$ cat src/rtl/vx_dcr_noc_decoder_if.sv
// rtl/vx_dcr_noc_decoder_if.sv - NoC flit ports and DCR-buffer write port of the DCR NoC decoder
interface vx_dcr_noc_decoder_if #(
  parameter int VX_DCR_ADDR_WIDTH = 8,
  parameter int VX_DCR_DATA_WIDTH = 32
);
  logic                         noc_in_val;
  logic [63:0]                  noc_in_data;
  logic                         noc_in_rdy;
  logic                         noc_out_val;
  logic [63:0]                  noc_out_data;
  logic                         noc_out_rdy;
  logic                         dcr_buffer_wr_valid;
  logic [VX_DCR_ADDR_WIDTH-1:0] dcr_buffer_wr_addr;
  logic [VX_DCR_DATA_WIDTH-1:0] dcr_buffer_wr_data;
  logic                         vx_buffer_rdy;
  logic [7:0]                   err_count;

  // decoder side
  modport slave (
    input  noc_in_val, noc_in_data, noc_out_rdy, vx_buffer_rdy,
    output noc_in_rdy, noc_out_val, noc_out_data,
    output dcr_buffer_wr_valid, dcr_buffer_wr_addr, dcr_buffer_wr_data, err_count
  );

  // NoC crossbar / DCR buffer side
  modport master (
    output noc_in_val, noc_in_data, noc_out_rdy, vx_buffer_rdy,
    input  noc_in_rdy, noc_out_val, noc_out_data,
    input  dcr_buffer_wr_valid, dcr_buffer_wr_addr, dcr_buffer_wr_data, err_count
  );
endinterface

$ cat src/rtl/vx_dcr_noc_decoder.sv
// rtl/vx_dcr_noc_decoder.sv - Piton NoC DCR-write decoder feeding the Vortex DCR buffer; optional VX_DCR_ADDR_CHECK_EN
module vx_dcr_noc_decoder #(
  parameter int                         VX_DCR_ADDR_WIDTH = 8,
  parameter int                         VX_DCR_DATA_WIDTH = 32,
  parameter logic [7:0]                 MSG_TYPE_ACK      = 8'd23,
  parameter logic [VX_DCR_ADDR_WIDTH-1:0] DCR_ADDR_MIN    = 8'h00,
  parameter logic [VX_DCR_ADDR_WIDTH-1:0] DCR_ADDR_MAX    = 8'hFF
) (
  input  logic                 clk,
  input  logic                 rst_n,
  vx_dcr_noc_decoder_if.slave  bus
);

  typedef enum logic [2:0] {
    S_HDR, S_ADDR, S_DATA, S_DRAIN, S_ISSUE, S_ACK
  } state_t;

  state_t                       state_q, state_d;
  logic [33:0]                  route_q;
  logic [7:0]                   mshr_q;
  logic [7:0]                   cnt_q, cnt_d;
  logic [VX_DCR_ADDR_WIDTH-1:0] addr_q;
  logic [VX_DCR_DATA_WIDTH-1:0] data_q;
  logic [7:0]                   err_q;
  logic                         in_rdy;
  logic                         in_fire;
  logic [7:0]                   hdr_len;
  logic                         err_inc;
  logic                         hdr_take;
  logic                         addr_take;
  logic                         data_take;

  // an empty legal-address window is a configuration mistake
  if (DCR_ADDR_MIN > DCR_ADDR_MAX) begin : g_bad_range
    $error("vx_dcr_noc_decoder: DCR_ADDR_MIN exceeds DCR_ADDR_MAX");
  end

  // inbound is open only while a message is being collected; all outputs decode registers
  assign in_rdy  = (state_q == S_HDR) || (state_q == S_ADDR) ||
                   (state_q == S_DATA) || (state_q == S_DRAIN);
  assign in_fire = bus.noc_in_val && in_rdy;
  assign hdr_len = bus.noc_in_data[29:22];

  assign bus.noc_in_rdy          = in_rdy;
  assign bus.noc_out_val         = (state_q == S_ACK);
  assign bus.noc_out_data        = (state_q == S_ACK) ?
                                   {route_q, 8'd0, MSG_TYPE_ACK, mshr_q, 6'd0} : 64'd0;
  assign bus.dcr_buffer_wr_valid = (state_q == S_ISSUE);
  assign bus.dcr_buffer_wr_addr  = addr_q;
  assign bus.dcr_buffer_wr_data  = data_q;
  assign bus.err_count           = err_q;

  // state register and per-message latches
  always_ff @(posedge clk or negedge rst_n) begin
    if (!rst_n) begin
      state_q <= S_HDR;
      route_q <= '0;
      mshr_q  <= '0;
      cnt_q   <= '0;
      addr_q  <= '0;
      data_q  <= '0;
      err_q   <= '0;
    end else begin
      state_q <= state_d;
      cnt_q   <= cnt_d;
      if (hdr_take) begin
        route_q <= bus.noc_in_data[63:30];
        mshr_q  <= bus.noc_in_data[13:6];
      end
      if (addr_take) addr_q <= bus.noc_in_data[VX_DCR_ADDR_WIDTH-1:0];
      if (data_take) data_q <= bus.noc_in_data[VX_DCR_DATA_WIDTH-1:0];
      if (err_inc && (err_q != 8'hFF)) err_q <= err_q + 8'd1;
    end
  end

  // message decode: one header, then addr/data or a drain of the payload, then a single ack
  always_comb begin
    state_d   = state_q;
    cnt_d     = cnt_q;
    err_inc   = 1'b0;
    hdr_take  = 1'b0;
    addr_take = 1'b0;
    data_take = 1'b0;
    case (state_q)
      S_HDR: begin
        if (in_fire) begin
          hdr_take = 1'b1;
          if (hdr_len == 8'd2) begin
            state_d = S_ADDR;
          end else if (hdr_len == 8'd0) begin
            state_d = S_ACK;
            err_inc = 1'b1;
          end else begin
            state_d = S_DRAIN;
            cnt_d   = hdr_len;
            err_inc = 1'b1;
          end
        end
      end
      S_ADDR: begin
        if (in_fire) begin
          addr_take = 1'b1;
          state_d   = S_DATA;
        end
      end
      S_DATA: begin
        if (in_fire) begin
          data_take = 1'b1;
`ifdef VX_DCR_ADDR_CHECK_EN
          if ((addr_q < DCR_ADDR_MIN) || (addr_q > DCR_ADDR_MAX)) begin
            state_d = S_ACK;
            err_inc = 1'b1;
          end else begin
            state_d = S_ISSUE;
          end
`else
          state_d = S_ISSUE;
`endif
        end
      end
      S_DRAIN: begin
        if (in_fire) begin
          cnt_d = cnt_q - 8'd1;
          if (cnt_q == 8'd1) state_d = S_ACK;
        end
      end
      S_ISSUE: begin
        if (bus.vx_buffer_rdy) state_d = S_ACK;
      end
      S_ACK: begin
        if (bus.noc_out_rdy) state_d = S_HDR;
      end
      default: state_d = S_HDR;
    endcase
  end

endmodule
$ cat src/flat_wrapper.sv
// flat-port wrapper written by rule: the top's interface ports become plain ports
module vx_dcr_noc_decoder_flat 
#(
  parameter int                         VX_DCR_ADDR_WIDTH = 8,
  parameter int                         VX_DCR_DATA_WIDTH = 32,
  parameter logic [7:0]                 MSG_TYPE_ACK      = 8'd23,
  parameter logic [VX_DCR_ADDR_WIDTH-1:0] DCR_ADDR_MIN    = 8'h00,
  parameter logic [VX_DCR_ADDR_WIDTH-1:0] DCR_ADDR_MAX    = 8'hFF
)
  (clk, rst_n, bus_noc_in_val, bus_noc_in_data, bus_noc_out_rdy, bus_vx_buffer_rdy, bus_noc_in_rdy, bus_noc_out_val, bus_noc_out_data, bus_dcr_buffer_wr_valid, bus_dcr_buffer_wr_addr, bus_dcr_buffer_wr_data, bus_err_count);
  vx_dcr_noc_decoder_if #(.VX_DCR_ADDR_WIDTH(VX_DCR_ADDR_WIDTH), .VX_DCR_DATA_WIDTH(VX_DCR_DATA_WIDTH)) bus_i ();
  input  logic clk;
  input  logic rst_n;
  input wire logic [$bits(bus_i.noc_in_val)-1:0] bus_noc_in_val;
  input wire logic [$bits(bus_i.noc_in_data)-1:0] bus_noc_in_data;
  input wire logic [$bits(bus_i.noc_out_rdy)-1:0] bus_noc_out_rdy;
  input wire logic [$bits(bus_i.vx_buffer_rdy)-1:0] bus_vx_buffer_rdy;
  output wire logic [$bits(bus_i.noc_in_rdy)-1:0] bus_noc_in_rdy;
  output wire logic [$bits(bus_i.noc_out_val)-1:0] bus_noc_out_val;
  output wire logic [$bits(bus_i.noc_out_data)-1:0] bus_noc_out_data;
  output wire logic [$bits(bus_i.dcr_buffer_wr_valid)-1:0] bus_dcr_buffer_wr_valid;
  output wire logic [$bits(bus_i.dcr_buffer_wr_addr)-1:0] bus_dcr_buffer_wr_addr;
  output wire logic [$bits(bus_i.dcr_buffer_wr_data)-1:0] bus_dcr_buffer_wr_data;
  output wire logic [$bits(bus_i.err_count)-1:0] bus_err_count;
  assign bus_i.noc_in_val = bus_noc_in_val;
  assign bus_i.noc_in_data = bus_noc_in_data;
  assign bus_i.noc_out_rdy = bus_noc_out_rdy;
  assign bus_i.vx_buffer_rdy = bus_vx_buffer_rdy;
  assign bus_noc_in_rdy = bus_i.noc_in_rdy;
  assign bus_noc_out_val = bus_i.noc_out_val;
  assign bus_noc_out_data = bus_i.noc_out_data;
  assign bus_dcr_buffer_wr_valid = bus_i.dcr_buffer_wr_valid;
  assign bus_dcr_buffer_wr_addr = bus_i.dcr_buffer_wr_addr;
  assign bus_dcr_buffer_wr_data = bus_i.dcr_buffer_wr_data;
  assign bus_err_count = bus_i.err_count;
  vx_dcr_noc_decoder #(.VX_DCR_ADDR_WIDTH(VX_DCR_ADDR_WIDTH), .VX_DCR_DATA_WIDTH(VX_DCR_DATA_WIDTH), .MSG_TYPE_ACK(MSG_TYPE_ACK), .DCR_ADDR_MIN(DCR_ADDR_MIN), .DCR_ADDR_MAX(DCR_ADDR_MAX)) u_core (.clk(clk), .rst_n(rst_n), .bus(bus_i));
endmodule
$ cat config.mk
export PLATFORM = sky130hd
export DESIGN_NAME = vx_dcr_noc_decoder_flat
export DESIGN_NICKNAME = d
export VERILOG_FILES = /design/src/rtl/vx_dcr_noc_decoder_if.sv /design/src/rtl/vx_dcr_noc_decoder.sv /design/src/flat_wrapper.sv
export SDC_FILE = /design/constraint.sdc
export NUM_CORES = 1
export LEC_CHECK = 0
export CORE_MARGIN = 3
export CORE_UTILIZATION = 63
export CTS_CLUSTER_DIAMETER = 200
export DETAILED_ROUTE_END_ITERATION = 10
export DONT_BUFFER_PORTS = 1
export PLACE_DENSITY = 0.79
export REMOVE_ABC_BUFFERS = 1
export SYNTH_ARGS = -nofsm -noshare
export SYNTH_HDL_FRONTEND = slang
export SYNTH_SLANG_ARGS = --single-unit
$ cat constraint.sdc
create_clock -name clk -period 2.62 [get_ports clk]
set_input_delay 0.393 -clock clk [delete_from_list [all_inputs] [get_ports clk]]
set_output_delay 0.393 -clock clk [all_outputs]
set_load 0.02 [all_outputs]
# ---- Word-level counts from Yosys, hierarchy flattened
# Index checks and enable logic that the tools add are counted.
dict set report word_totals {
  out_inout_bits 115
  romBits 0
  latch_bits 0
  ramBits 0
  ff_bits 101
  mem_count 0
}
dict set report classes {
  n_mul 0
  bitwise 0
  muxes 23
  addsub 2
  shifts 0
  div_mod_pow 0
  n_eq_ne 17
  n_reduce_logical 10
  n_lt_le_gt_ge 0
}
# operator count
set op_table {}
lappend op_table {{2-to-1 mux 64 bit} 1}
lappend op_table {{2-to-1 mux 8 bit} 4}
lappend op_table {{2-to-1 mux 3 bit} 9}
lappend op_table {{one-hot mux 3 bit (6 select lines)} 1}
lappend op_table {{one-hot mux 8 bit (2 select lines)} 1}
lappend op_table {{!= test 2 bit, second input constant} 5}
lappend op_table {{adder 8 x 1 -> 8 bit, second input constant} 1}
lappend op_table {{equality test 8 x 1 -> 1 bit, second input constant} 1}
lappend op_table {{equality test 8 x 2 -> 1 bit, second input constant} 1}
lappend op_table {{zero test 8 bit} 1}
lappend op_table {{!= test 2 x 1 -> 1 bit, second input constant} 4}
lappend op_table {{!= test 8 bit, second input constant} 1}
lappend op_table {{subtractor 8 x 1 -> 8 bit, second input constant} 1}
lappend op_table {{2-to-1 mux 1 bit} 7}
lappend op_table {{AND reduction 7 bit} 1}
lappend op_table {{equality test 3 x 2 -> 1 bit, second input constant} 2}
lappend op_table {{equality test 3 bit, second input constant} 2}
lappend op_table {{AND reduction 5 bit} 1}
lappend op_table {{equality test 3 x 1 -> 1 bit, second input constant} 1}
lappend op_table {{zero test 3 bit} 1}
lappend op_table {{logical OR 1 bit} 3}
lappend op_table {{logical AND 1 bit} 2}
lappend op_table {{nonzero test 2 bit} 1}

# ---- Longest topological paths before layout
# Gate-level depths: netlist of the first run.
dict set report logic_depth {
  word_depth 8
  ltp_mapped 7
}

# ---- Worst setup path after synthesis of the first run
# Ideal clock, no wire load.
dict set report synth_path {
  path_kind {reg2out}
  startpoint {reg u_core.state_q[1]}
  endpoint {out bus_noc_out_data[54]}
  setup_slack_ns 0.514
  stages_incl_launch_ff 5
  n_path_buf 2
  arrival_time_ns 1.713
  cell_sequence {dfrtp_1 clkbuf_1 nor3_1 clkbuf_1 and2_1}
}
dict set report synth_between {
  elab_chain_cells 2
}
# item line
set synth_lines {}
lappend synth_lines {{start: declaration} vx_dcr_noc_decoder.sv:18} ;# state_t state_q, state_d;
lappend synth_lines {{start signal: assignment} vx_dcr_noc_decoder.sv:64} ;# state_q <= state_d;
lappend synth_lines {{equality test 3 bit} n/a}
lappend synth_lines {{via bus_noc_out_val} flat_wrapper.sv:19} ;# output wire logic [$bits(bus_i.noc_out_val)-1:0] bus_noc_out_val;
lappend synth_lines {{2-to-1 mux 64 bit} vx_dcr_noc_decoder.sv:46} ;# assign bus.noc_out_data = (state_q == S_ACK) ?
lappend synth_lines {{end: declaration} flat_wrapper.sv:20} ;# output wire logic [$bits(bus_i.noc_out_data)-1:0] bus_noc_out_data;
# The timed path passes the listed nets, and every way through them passes these cells.

# ---- Worst setup path in the final report of the first run
dict set report layout_path {
  startpoint {reg u_core.state_q[2]}
  endpoint {out bus_noc_out_data[11]}
}
# The elaborated chain is that of the path after synthesis.

==> results list, run 1 <==
- The flow ran to the end, but the final reports show violations.
* Violated checks: negative hold slack
- The die is 92.41 microns tall.
- The worst hold path belongs to the class in2async.
- Width of the chip: 92.41 microns
- By startpoint and endpoint, the worst setup path is classified as reg2out.
- Tightest slew margin relative to the limit: 52.66%
- The worst register-to-register path has a setup slack of 0.57 ns.
* Buffer cell driving the clock tree root: sky130_fd_sc_hd__clkbuf_8
- For the worst setup path, the data arrival time is 2.02 ns.
- The congestion estimate from routability-driven global placement came to 0.8166.
* Number of antenna violations at the first check in global routing: 0
- Critical-path cell list: inv_1 > nor3_2 > buf_6 > and2_1
- Number of antenna-violating nets in the routed design: 0
- After clock tree synthesis, the clock-pin slew on the worst setup and hold paths is 0.09 ns.
- Max Slew Vio Count: 0
* Post-CTS Setup Inserts: 0
* Non-filler cells in the finished layout: 556
* Antenna diode count: 0
- First-pass GRT wire length: 15.35 mm
* Maximum number of pins on one net before global-route repair: 102
* Overflow left after global routing: 0
- At the end of the flow, the number of nets in the layout was 527.
* Warnings, synthesis: 0
- For this run, the top clock speed supported by timing is 0.4147 GHz.
- For this block, the routed nets add up to 9.748 mm of wire.
- Iteration-0 DRC Markers: 121
* Instance count on the critical path: 4
- Maximum Capacitance Violations: 0
- For the pin with the worst max-slew slack, the measured transition is 0.7047 ns.
- Worst hold margin: -0.2796 ns
- Number of iterations in the first detailed-routing pass: 4
- For this design the static power due to leakage is 2.332 nW.
- Post-DR vias/cell: 5.687
- The hold violation total from the final report came to 101.
- Cell with the most instances after synthesis: sky130_fd_sc_hd__nand2_1
* Final-layout fill cell count: 521
* Layout cells sized above 1: 15.22%
- Top cells by area, synth: sky130_fd_sc_hd__dfrtp_1 54%, sky130_fd_sc_hd__nand2_1 11%, sky130_fd_sc_hd__mux2_2 9.8%
- Final clock period utilization by the worst path: 92.04%
- Worst supply voltage drop on vdd: 846.6 uV
* Post-layout min period: 2.411 ns
- The startpoint identified for the worst register-to-register timing path is u_core.state_q[1].
- Post-synth top cells: 133 x sky130_fd_sc_hd__nand2_1, 101 x sky130_fd_sc_hd__dfrtp_1, 44 x sky130_fd_sc_hd__and2_1
* Detailed placement HPWL: 7.142 mm
- Peak fanout along the critical path: 44
- Worst setup path startpoint: u_core.state_q[2]
* Launching element type of the critical path: flop
- Cell taking the most area after synthesis: sky130_fd_sc_hd__dfrtp_1
* Number of synthesized register bits: 101
- Row generation in the floorplan step produced 30 rows.
- The worst register-to-register path ends at u_core.bus.err_count[1].
- Delay contributed by the slowest stage of the critical path: 0.52 ns
* Area delta synth->final: 4.310%
- Number of unique standard cell types used by synthesis: 44
* Routed length per placed instance: 17.53 microns
- Unrepaired setup endpoints after global routing: false
- Across every metal layer, demand over resource in global routing totals 22.59%.
- TritonCTS built the clock tree.
- Share of synthesized area occupied by flip-flops and latches: 53.74%
* Slowest cell on crit path: sky130_fd_sc_hd__dfrtp_1
- After synthesis, the mean cell area works out to 10.16 sq um.
- Number of H-tree levels: 3
* CP endpoint kind: output pin
- Data required time of the worst path: 2.23 ns
* Total buffers and inverters traversed by the critical path: 2
- Boundary pin count: 184
* Number of flops mapped to enable cells by yosys: 0
- Design Power: 0.006063 W
* Share of Yosys cell area claimed by the top area cell type: 53.74%
- No sink is reached through more buffers than the 2 on the longest clock path.
* Via count of the first global-routing pass: 3190
* Remaining design rule violation count: 0
* Total power density per cell area: 1236 nW/um^2
- R2R cell count: 4
* Count of buffers inserted at the top-level ports: 0
- Final count of negative-setup-slack endpoints: 0
- Clock latency on the worst-skew pair, taken at its later pin, is 0.36 ns.
- On the final layout, the worst clock skew is 0.01202 ns.
* Number of buffers added by the clock tree synthesis step: 9
- Most used DFF post-synth: sky130_fd_sc_hd__dfrtp_1
* Core footprint: 7019 sq um
* Total die area: 8539 sq um
* Endpoint of the most critical setup path: bus_noc_out_data[11]
* Cell count after synthesis: 463
* Via total after detailed routing: 3162
- Once placement completed, the tool counted placed cells totaling 540.
- Fraction of synthesis flops using an asynchronous set or reset pin: 100.0%
- After synthesis the cells add up to 4703 sq um.
- In this design, the largest share of critical-path delay is due to buffers and inverters.
* Count of clock tree sinks: 101
* Initial cell density of the core: 67.01%
worst min-delay path by stage:
stage	slack (ns)	end	cells after the start	startpoint
3_3_place_gp	0.1	u_core.bus.dcr_buffer_wr_data[13]	0	rst_n
2_1_floorplan	0.1	u_core.bus.dcr_buffer_wr_addr[0]	0	rst_n
3_5_place_dp	0.1	u_core.bus.dcr_buffer_wr_data[11]	0	rst_n
5_1_grt	-0.31	u_core.bus.dcr_buffer_wr_data[18]	0	rst_n
4_1_cts	-0.30	u_core.bus.dcr_buffer_wr_data[11]	0	rst_n
6_report	-0.28	u_core.bus.dcr_buffer_wr_data[11]	0	rst_n
routing by layer:
layer	up-vias	global-route usage, %	part of all wire [%]
li1	1471	-	-
met1	1522	26.18	38
met2	145	39.03	51
met3	24	6.499	8.1
met4	0	9.653	2.7
met5	-	0	0
state kept, by name, indices dropped and copies added (netlist names):
register,flops
u_core.bus.err_count,8
u_core.bus.dcr_buffer_wr_data,32
u_core.cnt_q,8
u_core.state_q,3
u_core.route_q,34
u_core.mshr_q,8
u_core.bus.dcr_buffer_wr_addr,8
through the flow:
stage / hold WS, ns / utilization [%] / area (sq um) / setup slack [ns] / setup TNS, ns
final: -0.2796 / 69.89 / 4906 / 0.2087 / 0
after global routing: -0.3120 / 69.89 / 4906 / 0.03153 / 0
after CTS: -0.3008 / 69.84 / 4902 / 0.1253 / 0
after detailed placement: 0.09920 / 67.13 / 4712 / 0.5230 / 0
after global placement: 0.09947 / 67.13 / 4712 / 0.6164 / 0
after floorplan: 0.09741 / - / 4499 / -2.345 / -107.56
logic make-up after synthesis:
family,share of synthesized area [%]
muxes,10.75
DFF,53.74
xor gates and xnor gates,0.9311
other,0.07973
adders and majority gates,0.7982
buffers and inverters,6.172
AOI/OAI and AO/OA,5.055
and+or+nand+nor,22.48
final cells by class:
class | instances | area (sq um) | area share (%)
sequential | 101 | 2527 | 51.52
clock buffer | 11 | 131.4 | 2.678
timing repair buffer | 9 | 91.34 | 1.862
clock inverter | 5 | 58.81 | 1.199
multi-input combinational | 328 | 1954 | 39.84
inverter | 6 | 22.52 | 0.4591
tap | 96 | 120.1 | 2.448
report_power, final:
part	switching, W	internal [W]
clock	0.000509	0.000444
combinational	0.000973	0.000804
sequential	0.00103	0.00230
total	0.00251	0.00355
cell usage in the layout (no fill, tap or decap), types with 2 or more instances in the layout:
cell type                    count
sky130_fd_sc_hd__buf_4           7
sky130_fd_sc_hd__conb_1         18
sky130_fd_sc_hd__clkbuf_8        9
sky130_fd_sc_hd__xor2_1          5
sky130_fd_sc_hd__a21oi_1         6
sky130_fd_sc_hd__clkbuf_1        2
sky130_fd_sc_hd__mux2_2         41
sky130_fd_sc_hd__dfrtp_1       101
sky130_fd_sc_hd__nand4_1         3
sky130_fd_sc_hd__and2_1         44
sky130_fd_sc_hd__and3_1          4
sky130_fd_sc_hd__mux2_1          3
sky130_fd_sc_hd__nor2b_1         3
sky130_fd_sc_hd__o211ai_1        2
sky130_fd_sc_hd__nand3_1         8
sky130_fd_sc_hd__nand2b_1        4
sky130_fd_sc_hd__o2bb2ai_1       5
sky130_fd_sc_hd__o21ai_0         3
sky130_fd_sc_hd__nor4_1          4
sky130_fd_sc_hd__ha_1            3
sky130_fd_sc_hd__a22oi_1         4
sky130_fd_sc_hd__nor3_1          7
sky130_fd_sc_hd__a31oi_1         3
sky130_fd_sc_hd__nor2_1          8
sky130_fd_sc_hd__o41ai_1         2
sky130_fd_sc_hd__clkinvlp_4      2
sky130_fd_sc_hd__inv_1           5
sky130_fd_sc_hd__nand2_1       133
worst register-to-register path, delay by kind of cell, from the launching register on:
family          cells  cell delay (ns)
compound gates      1             0.25
flops               1             0.54
mux                 1             0.37
simple gates        2             0.78
what timing repair did:
item                       4_1_cts  5_1_grt
hold endpoints to repair       101      101
resized for setup                0        1
setup endpoints to repair        0       42
Note: power is estimated with default switching activity, not from simulation.
==> run 2, diff against run 1 <==
- CORE_MARGIN: 3 -> default
- HOLD_SLACK_MARGIN: default -> 0.06
==> run 2 against run 1 <==
Compared with the run above: the run still ends with negative hold slack left; via count decreased by 0.51%; fmax decreased by 1.3%; count of clock-buffer cells in the layout decreased by 2; critical path type unchanged; critical endpoint is now bus_noc_out_data[32]; largest power group unchanged.
==> results list, run 2 (synthesized netlist as in run 1, its figures left out) <==
- Outcome: finished, violations left (unchanged).
- Violated checks: negative hold slack (unchanged).
- The per-cell routed wire length came to 16.30 microns (was 17.53 microns).
* Core footprint: 7253 sq um (was 7019 sq um)
- Number of antenna-violating nets in the routed design: 0 (unchanged)
* Worst-case clock skew: 0.01743 ns (was 0.01202 ns)
- The final-layout worst hold slack came to -0.2939 ns (was -0.2796 ns).
- The CTS tree is built (unchanged).
- The share of the clock period used by the worst path came to 93.25% (was 92.04%).
- Flip-flop count of the largest register, all copies and words added: 34 (unchanged)
- Post-CTS Setup Inserts: 0 (unchanged)
- Die height: 88.41 microns (was 92.41 microns)
* Total power density per cell area: 1231 nW/um^2 (was 1236 nW/um^2)
- The area of the die was 7815 sq um (was 8539 sq um).
- Maximum Capacitance Violations: 0 (unchanged)
- Routed WL: 9.077 mm (was 9.748 mm)
- Min-delay worst type: in2async (unchanged)
* Boundary pin count: 184 (unchanged)
- The initial standard-cell utilization of the core is 64.84% (was 67.01%).
- Remaining design rule violation count: 0 (unchanged)
- The count of clock tree sinks is 101 (unchanged).
- The number of buffers created by CTS came to 9 (unchanged).
* Iteration-0 DRC Markers: 101 (was 121)
* Most frequent cells in the layout: 133 x sky130_fd_sc_hd__nand2_1, 101 x sky130_fd_sc_hd__dfrtp_1, 44 x sky130_fd_sc_hd__and2_1 (unchanged)
- The wire length of the first global-routing pass is 13.34 mm (was 15.35 mm).
* Static Leakage: 2.319 nW (was 2.332 nW)
- Most common library cell in the layout ignoring fill and taps: sky130_fd_sc_hd__nand2_1 (unchanged)
* FMAX: 0.4093 GHz (was 0.4147 GHz)
- Crit path DAT: 2.05 ns (was 2.02 ns)
- Final count of negative-setup-slack endpoints: 0 (unchanged)
- Post-DR vias/cell: 5.648 (was 5.687)
- Buffer cell driving the clock tree root: sky130_fd_sc_hd__clkbuf_8 (unchanged)
- Largest register by flop count: u_core.route_q (unchanged)
* Data required time of the worst path: 2.23 ns (about the same)
- The maximum level of the CTS H-tree came to 3 (unchanged).
* Total placed cells including tap cells: 541 (was 540)
- Non-filler cells in the finished layout: 557 (was 556)
* Design Power: 0.006008 W (was 0.006063 W)
* Unrepaired setup endpoints after global routing: false (unchanged)
* CP endpoint kind: output pin (unchanged)
* Via total after detailed routing: 3146 (was 3162)
* Number of antenna violations at the first check in global routing: 0 (unchanged)
- The via count of the first global-routing pass came to 2838 (was 3190).
* Count of buffers inserted at the top-level ports: 0 (unchanged)
- Tightest slew margin relative to the limit: 50.43% (was 52.66%)
- Cell row count: 31 (was 30)
* Max Slew Vio Count: 0 (unchanged)
- The post-cts resize count is 0 (unchanged).
- The net total in the final layout came to 525 (was 527).
* Slew at the pin closest to its max-slew limit: 0.7379 ns (was 0.7047 ns)
- Type of the worst setup path: reg2out (unchanged)
- Width of the chip: 88.41 microns (was 92.41 microns)
- Aggregate global-route resource usage: 22.37% (was 22.59%)
* Clk slew on worst S/H paths: 0.11 ns (was 0.09 ns)
- Count of endpoints failing hold in the final timing report: 101 (unchanged)
- Layout cells sized above 1: 15.28% (was 15.22%)
- The post-layout minimum cycle time is 2.443 ns (was 2.411 ns).
* Maximum number of pins on one net before global-route repair: 102 (unchanged)
* Buffer depth of the longest clock path: 2 (unchanged)
* Detailed placement HPWL: 6.287 mm (was 7.142 mm)
* Latest clock arrival within the worst-skew pair: 0.36 ns (about the same)
- The maximum fanout encountered on the critical timing path is 47 (was 44).
- Worst supply voltage drop on vdd: 720.8 uV (was 846.6 uV)
- The antenna diode count is 0 (unchanged).
- Area delta synth->final: 3.804% (was 4.310%)
* Final weighted congestion in routability-driven placement: 0.8363 (was 0.8166)
* Launching element type of the critical path: flop (unchanged)
- The number of detailed-route iterations in the first pass was 4 (unchanged).
- The remaining global-route overflow was 0 (unchanged).
## run 2: cell type report
| cell class | instances | area, sq um |
|---|---|---|
| flip-flops and latches | 101 | 2527 |
| clock buffers | 9 | 123.9 |
| well taps | 99 | 123.9 |
| fillers | 566 | 2371 |
| clock inverters | 7 | 65.06 |
| repair buffers | 7 | 65.06 |
| inverters | 6 | 22.52 |
| multi-input cells | 328 | 1954 |
## run 2: critical path, stage by stage (launching register included)
cell and delay [ns]:
sky130_fd_sc_hd__dfrtp_1 0.52, sky130_fd_sc_hd__inv_1 0.27, sky130_fd_sc_hd__nor3_2 0.30, sky130_fd_sc_hd__buf_12 0.27, sky130_fd_sc_hd__and2_1 0.30
## run 2: per-stage QoR
step	util, %	setup slack, ns	hold slack [ns]	area [sq um]	TNS [ns]
4_1_cts	67.31	0.1857	-0.3073	4882	0
6_report	67.31	0.1769	-0.2939	4882	0
2_1_floorplan	-	-2.345	0.09741	4499	-107.56
3_5_place_dp	64.71	0.5712	0.09851	4693	0
5_1_grt	67.31	0.07175	-0.3144	4882	0
3_3_place_gp	64.71	0.6295	0.09901	4693	0
## run 2: final timing paths
kind | depth (start not counted) | slack (ns) | end | startpoint
worst max-delay path | 4 | 0.18 | bus_noc_out_data[32] | u_core.state_q[2]
worst min-delay path | 0 | -0.29 | u_core.route_q[15] | rst_n
worst max register to register | 4 | 0.54 | u_core.bus.err_count[1] | u_core.state_q[1]
worst min register to register | 2 | 0.48 | u_core.route_q[26] | u_core.route_q[26]
max in group asynchronous | 0 | 2.74 | u_core.cnt_q[0] | rst_n
min in group clk | 2 | 0.12 | u_core.route_q[1] | bus_noc_in_data[31]
## run 2: power breakdown
group	switching, W	leakage, nW	internal, W
clock	0.000560	0.0909	0.000365
combinational	0.000965	0.995	0.000790
sequential	0.00103	1.23	0.00230
total	0.00255	2.32	0.00346
## run 2: layer usage
metal  GRT usage [%]  part of all wire (%)
met1           28.43                    40
met2           35.80                    49
met3           7.276                   8.9
met4           8.798                   1.2
met5               0                     0
